===== config.mk =====
export PLATFORM = sky130hd
export DESIGN_NAME = mux_uart_rx
export DESIGN_NICKNAME = d
export VERILOG_FILES = /design/src/rtl/mux_uart_rx.sv
export SDC_FILE = /design/constraint.sdc
export NUM_CORES = 1
export LEC_CHECK = 0
export ABC_AREA = 1
export BUFFER_PORTS_ARGS = -buffer_cell sky130_fd_sc_hd__buf_4
export CAP_MARGIN = 20
export CORE_MARGIN = 2
export CORE_UTILIZATION = 40
export CTS_CLUSTER_DIAMETER = 100
export CTS_CLUSTER_SIZE = 8
export DETAILED_ROUTE_END_ITERATION = 6
export PLACE_DENSITY = 0.72
export SYNTH_ARGS = -nofsm -noshare
export SYNTH_HDL_FRONTEND = slang
export SYNTH_SLANG_ARGS = --single-unit

===== constraint.sdc =====
create_clock -name clock -period 2.1 [get_ports clock]
set_input_delay 0.63 -clock clock [delete_from_list [all_inputs] [get_ports clock]]
set_output_delay 0.63 -clock clock [all_outputs]
set_load 0.02 [all_outputs]

===== src/rtl/mux_uart_rx.sv =====
// MUX 0 serial receiver for CPU6: 8N1 deserialiser with a one-byte holding
// register, plus status/data registers on the CPU6 bus at BASE_ADDR/BASE_ADDR+1.
module mux_uart_rx #(
  parameter logic [18:0] BASE_ADDR    = 19'h3f200,
  parameter int          CLKS_PER_BIT = 16
) (
  input  logic        clock,
  input  logic        reset,
  input  logic [18:0] address,
  input  logic        write_en,
  input  logic [7:0]  data_in,
  output logic [7:0]  data_out,
  input  logic        rx,
  output logic        irq
);

  localparam int                CNT_W     = $clog2(CLKS_PER_BIT);
  localparam logic [CNT_W-1:0]  CNT_LAST  = CNT_W'(CLKS_PER_BIT - 1);
  localparam logic [CNT_W-1:0]  CNT_HALF  = CNT_W'(CLKS_PER_BIT / 2 - 1);
  localparam logic [18:0]       DATA_ADDR = BASE_ADDR + 19'd1;

  typedef enum logic [1:0] {IDLE, START, DATA, STOP} rxState_t;

  rxState_t         r_state;
  rxState_t         w_stateNext;
  logic             r_rxMeta;
  logic             r_rxSync;
  logic [CNT_W-1:0] r_cnt;
  logic [2:0]       r_bitCnt;
  logic [7:0]       r_shift;
  logic [7:0]       r_holding;
  logic             r_rxReady;
  logic             r_fe;
  logic             r_ovr;
  logic             r_ie;
  logic             r_irq;
  logic             r_selQ;

  logic             w_tick;
  logic             w_cntClr;
  logic             w_shiftEn;
  logic             w_stopOk;
  logic             w_stopErr;
  logic             w_selD;
  logic             w_pop;
  logic             w_statusWr;

  assign w_tick     = (r_state == START) ? (r_cnt == CNT_HALF) : (r_cnt == CNT_LAST);
  assign w_selD     = (address == DATA_ADDR) & ~write_en;
  assign w_pop      = r_selQ & ~w_selD;
  assign w_statusWr = write_en & (address == BASE_ADDR);
  assign irq        = r_irq;

  always_ff @(posedge clock) begin
    if (reset) r_state <= IDLE;
    else       r_state <= w_stateNext;
  end

  always_comb begin
    w_stateNext = r_state;
    case (r_state)
      IDLE:  if (!r_rxSync) w_stateNext = START;
      START: if (w_tick) w_stateNext = r_rxSync ? IDLE : DATA;
      DATA:  if (w_tick && r_bitCnt == 3'd7) w_stateNext = STOP;
      STOP:  if (w_tick) w_stateNext = IDLE;
      default: w_stateNext = IDLE;
    endcase
  end

  always_comb begin
    w_cntClr  = 1'b0;
    w_shiftEn = 1'b0;
    w_stopOk  = 1'b0;
    w_stopErr = 1'b0;
    case (r_state)
      IDLE:  w_cntClr = 1'b1;
      START: w_cntClr = w_tick;
      DATA: begin
        w_cntClr  = w_tick;
        w_shiftEn = w_tick;
      end
      STOP: begin
        w_cntClr  = w_tick;
        w_stopOk  = w_tick & r_rxSync;
        w_stopErr = w_tick & ~r_rxSync;
      end
      default: w_cntClr = 1'b1;
    endcase
  end

  // A pop in the same cycle as a load frees the holding register, so the load is not an overrun.
  always_ff @(posedge clock) begin
    if (reset) begin
      r_rxMeta  <= 1'b1;
      r_rxSync  <= 1'b1;
      r_cnt     <= '0;
      r_bitCnt  <= 3'd0;
      r_shift   <= 8'h00;
      r_holding <= 8'h00;
      r_rxReady <= 1'b0;
      r_fe      <= 1'b0;
      r_ovr     <= 1'b0;
      r_ie      <= 1'b0;
      r_irq     <= 1'b0;
      r_selQ    <= 1'b0;
    end else begin
      r_rxMeta <= rx;
      r_rxSync <= r_rxMeta;
      r_selQ   <= w_selD;
      r_irq    <= r_ie & r_rxReady;
      r_cnt    <= w_cntClr ? '0 : r_cnt + CNT_W'(1);
      if (w_shiftEn) begin
        r_shift  <= {r_rxSync, r_shift[7:1]};
        r_bitCnt <= r_bitCnt + 3'd1;
      end else if (r_state == START) begin
        r_bitCnt <= 3'd0;
      end
      if (w_stopOk && (!r_rxReady || w_pop)) begin
        r_holding <= r_shift;
        r_rxReady <= 1'b1;
      end else if (w_pop) begin
        r_rxReady <= 1'b0;
      end
      if (w_stopOk && r_rxReady && !w_pop) r_ovr <= 1'b1;
      else if (w_statusWr && data_in[3])   r_ovr <= 1'b0;
      if (w_stopErr)                       r_fe <= 1'b1;
      else if (w_statusWr && data_in[2])   r_fe <= 1'b0;
      if (w_statusWr) r_ie <= data_in[7];
    end
  end

  always_comb begin
    data_out = 8'h00;
    if (address == BASE_ADDR)      data_out = {r_ie, 3'b000, r_ovr, r_fe, 1'b1, r_rxReady};
    else if (address == DATA_ADDR) data_out = r_holding;
  end

endmodule


# Yosys cells after proc, flatten, opt, wreduce, memory -nomap -nowiden

Cells that the tools add are included.

Register bits: 33
Bits of input ports: 31
Logic and storage cells: 74

Add/subtract/negate cells: 2
Eq/ne operators: 12
Muxes and demuxes: 21
Bitwise operators: 9
Reductions and logical operators: 17

Operators by type and width:

| operator                                                           | number |
|---|---|
| 19-bit by 18-bit == test with 1-bit output (second input constant) | 2 |
| 8-bit two-way mux                                                  | 2 |
| 1-bit two-way mux                                                  | 10 |
| 2-bit two-way mux                                                  | 5 |
| 2-bit inequality test (second input constant)                      | 4 |
| 2-bit one-hot mux with 4 select lines                              | 1 |
| 2-bit nonzero test                                                 | 4 |
| 1-bit bitwise AND                                                  | 6 |
| 1-bit logical AND                                                  | 6 |
| 3-bit two-way mux                                                  | 2 |
| 4-bit by 1-bit adder with 4-bit output (second input constant)     | 1 |
| 2-bit == test (second input constant)                              | 2 |
| 4-bit by 3-bit == test with 1-bit output (second input constant)   | 1 |
| 4-bit == test (second input constant)                              | 1 |
| 4-bit AND reduction                                                | 1 |
| 3-bit by 1-bit adder with 3-bit output (second input constant)     | 1 |
| 3-bit == test (second input constant)                              | 1 |
| 1-bit inverter                                                     | 3 |
| 3-bit OR reduction                                                 | 1 |
| 2-bit by 1-bit == test with 1-bit output (second input constant)   | 1 |
| 1-bit logical NOT                                                  | 2 |
| 2-bit logical NOT                                                  | 1 |
| 1-bit one-hot mux with 2 select lines                              | 1 |
| 2-bit OR reduction                                                 | 1 |
| 1-bit logical OR                                                   | 1 |

# Longest topological paths before layout

Depth after elaboration: 7
Depth in mapped cells: 11
Gate-level depth less buffers: 10

# Worst setup path after synthesis

No wires, ideal clock.

Path kind: input-to-output
From: input address[7]
To: output data_out[1]
Data arrival time: 1.639 ns
Data required time: 1.470 ns
Setup slack: -0.169 ns
Cell stages on the path: 5
Buffers on the path: 0
Path through: nor2_1 > nand2_1 > nor2_1 > nand3_1 > o21ai_0

Word-level cells in the longest chain between the ends: 3
Elaborated cells on any way between the ends: 4

Ends and longest elaborated chain:

| item                                       | RTL line | RTL |
|---|---|---|
| start: declaration                         | 9        | `input logic [18:0] address,` |
| 19-bit by 18-bit == test with 1-bit output | 135      | `else if (address == DATA_ADDR) data_out = r_holding;` |
| 8-bit two-way mux                          | 135      |  |
| 8-bit two-way mux (*)                      | 134      | `if (address == BASE_ADDR) data_out = {r_ie, 3'b000, r_ovr, r_fe, 1'b1, r_rxReady};` |
| end: declaration                           | 12       | `output logic [7:0] data_out,` |

Mark *: on every way between the ends. The rest lies on a longest branch, timed or not.

# Worst setup path in the final report

From: input address[6]
To: output data_out[7]

Same word-level chain as after synthesis.

==> impl_metrics.csv <==
group,metric,value,unit
timing,relSlewSlack,69.1,%
power,power,1.28,mW
final_layout,multi_input_area,926,sq um
synthesis,synth.net_count,255,
power,vdd_drop_max,391,uV
timing,fmax,441,MHz
hold_path,hp-class,"register to register",
final_layout,syn_to_final_growth,49.5,%
place,gp_congestion,0.764,
route,vias_per_cell,4.90,
route,vias,1572,
timing,finalHoldViolations,0,
synthesis,ys_seq_area_share,41.4,%
timing,setup_viol,17,
floorplanning,die_h,67.1,microns
floorplanning,die_w,67.1,microns
clocking,cts_buffers,5,
route,routedWlPerCell,12.2,microns
critical_path,cp-start-kind,"input pin",
outcome,outcome,"finished, violations left",
timing,final.min_clock_period,2270,ps
final_layout,num_antenna_cells,0,
final_layout,fin_nets,306,
floorplanning,start_util,42.6,%
outcome,violations,"negative setup slack",
final_layout,seq_area,661,sq um
clocking,clk_pin_slew,60,ps
route,firstDrtPassIters,4,
clocking,cts.sink_count,33,
floorplanning,core_area,3740,sq um
power,p_per_area,535,nW/um^2
global_route,antenna_found_initial,0,
timing,fin_worst_hold_slack,407,ps
synthesis,netlist_area,1590,sq um
timing,worst_pin_slew,463,ps
place,place_area,1950,sq um
floorplanning,placementRows,22,
place,io_buffer_count,34,
route,drtIter0Drc,57,
route,finalWirelength,3920,microns
clocking,htreeDepth,2,
final_layout,design_area,2380,sq um
critical_path,worstPathMaxFanout,9,
clocking,cts_buffer_depth,2,
clocking,clk_latency,280,ps
clocking,cts_tree,"done",
final_layout,fin_util,63.7,%
clocking,cts_root_buffer,"clkbuf_8",
timing,slew_violations,0,
route,antenna_left,0,
timing,fin_ws,-169,ps
global_route,grt_max_degree,19,
place,dpl_worst_slack,-226,ps
timing,skew,5.90,ps
timing,finalCritPeriodShare,108,%
critical_path,required,1470,ps
global_route,grt_pass1_vias,1340,
clocking,hold_buffers,0,
timing,rsz0062_at_grt,"yes",
synthesis,synth_seq_cells,33,
place,dp_cells,304,
critical_path,end_kind,"output port",
final_layout,fin_cells,321,
synthesis,avgSynthCellArea,7.21,sq um
floorplanning,io-pin-count,40,
critical_path,path_class,"input pin to output port",
synthesis,syn_inst,221,
synthesis,yosysWarningCount,0,
place,dp_hpwl,2360,microns
synthesis,ys_types,29,
global_route,grt.total_usage,16.7,%
floorplanning,fp.dieArea,4510,sq um
global_route,grt_pass1_wl,5550,microns
global_route,grt-ovfl-total,0,
power,p_leak,0.980,nW
job,maxCapViolCount,0,
route,drc,0,
final_layout,nFillCells,314,
timing,tns,-1550,ps
critical_path,arrival,1640,ps
final_layout,drive_gt1_share,40.3,%
==> power breakdown <==
part | switching, mW | internal (mW) | leakage [nW]
combinational | 0.0592 | 0.0648 | 0.659
sequential | 0.00657 | 0.632 | 0.267
clock | 0.218 | 0.296 | 0.0542
total | 0.284 | 0.992 | 0.980
==> critical path, cell delays in order <==
cell and delay [ps]:
buf_6 100, nor2_4 100, nand2_2 90, nor2_4 120
nand3_1 100, buf_6 160, o22ai_2 190, buf_6 140
==> flip-flops by register name, summed over array words and instances (netlist names), named ones only <==
name	cells
r_rxMeta	1
irq	1
r_cnt	4
r_ovr	1
r_ie	1
r_state	1
r_holding	8
r_bitCnt	3
r_rxReady	1
r_shift	8
r_selQ	1
r_fe	1
r_rxSync	1
==> worst paths after layout <==
check                          start  slack, ps                   endpoint  depth (start not counted)
max                       address[6]       -170                data_out[7]                          8
min              r_rxMeta$_SDFF_PP1_        410        r_rxSync$_SDFF_PP1_                          1
max reg2reg  r_state[0]$_SDFFE_PP0P_        430  r_holding[5]$_SDFFE_PP0P_                          9
min reg2reg      r_rxMeta$_SDFF_PP1_        410        r_rxSync$_SDFF_PP1_                          1
==> routing by layer <==
layer	global-route usage, %	share of wire, %
met2	28.3	49
met1	18.4	42
met5	0	0
met3	7.77	8.2
met4	5.36	0.82
==> Yosys cell counts <==
master | n | area, sq um
nand3_2 | 2 | 20.0
nand4_1 | 3 | 18.8
inv_4 | 1 | 6.26
nor3_1 | 2 | 10.0
a211oi_1 | 1 | 7.51
nand3_4 | 1 | 17.5
nor2_1 | 31 | 116
clkbuf_2 | 1 | 5.00
nand2_4 | 1 | 11.3
a21oi_1 | 22 | 110
buf_8 | 1 | 15.0
a21oi_2 | 1 | 8.76
inv_2 | 2 | 7.51
ha_1 | 3 | 37.5
o22ai_1 | 2 | 12.5
or2_2 | 3 | 18.8
o21ai_0 | 13 | 65.1
xnor2_1 | 1 | 8.76
nand3_1 | 15 | 75.1
o2111ai_1 | 1 | 8.76
xor2_1 | 1 | 8.76
nor2_8 | 1 | 20.0
nand2_1 | 37 | 139
dfxtp_1 | 33 | 661
nand4_4 | 1 | 21.3
and3_1 | 1 | 6.26
clkbuf_1 | 2 | 7.51
inv_1 | 36 | 135
buf_4 | 2 | 15.0
==> logic make-up after synthesis <==
kind of cell	synth area share, %
and+or+nand+nor	29.7
buffers and inverters	12.0
AOI/OAI and AO/OA	13.3
DFF	41.4
adders and majority gates	2.36
xor gates and xnor gates	1.10
==> final cells by class <==
class | instances | share of cell area (%)
multi-input cells | 143 | 38.8
flip-flops and latches | 33 | 27.7
repair buffers | 50 | 20.4
inverters | 39 | 6.25
clock buffers | 7 | 4.04
well taps | 48 | 2.52
clock inverters | 1 | 0.210
==> timing repair <==
action | CTS | global route
resized for setup | 18 | 45
setup endpoints to repair | 8 | 17
cloned | 0 | 2
setup buffers | 5 | 2
pin swaps | 10 | 20
==> placed cells by master, fill, tap and decap left out, types with 7 or more instances in the layout <==
cell type,synthesis,layout
a21oi_1,22,14
a21oi_2,1,8
buf_4,2,30
buf_6,0,17
clkbuf_8,0,7
dfxtp_1,33,33
inv_1,36,33
nand2_1,37,30
nand3_1,15,8
nand3_2,2,8
nor2_1,31,20
o21ai_0,13,10
Power figures use the tool's default switching activity.
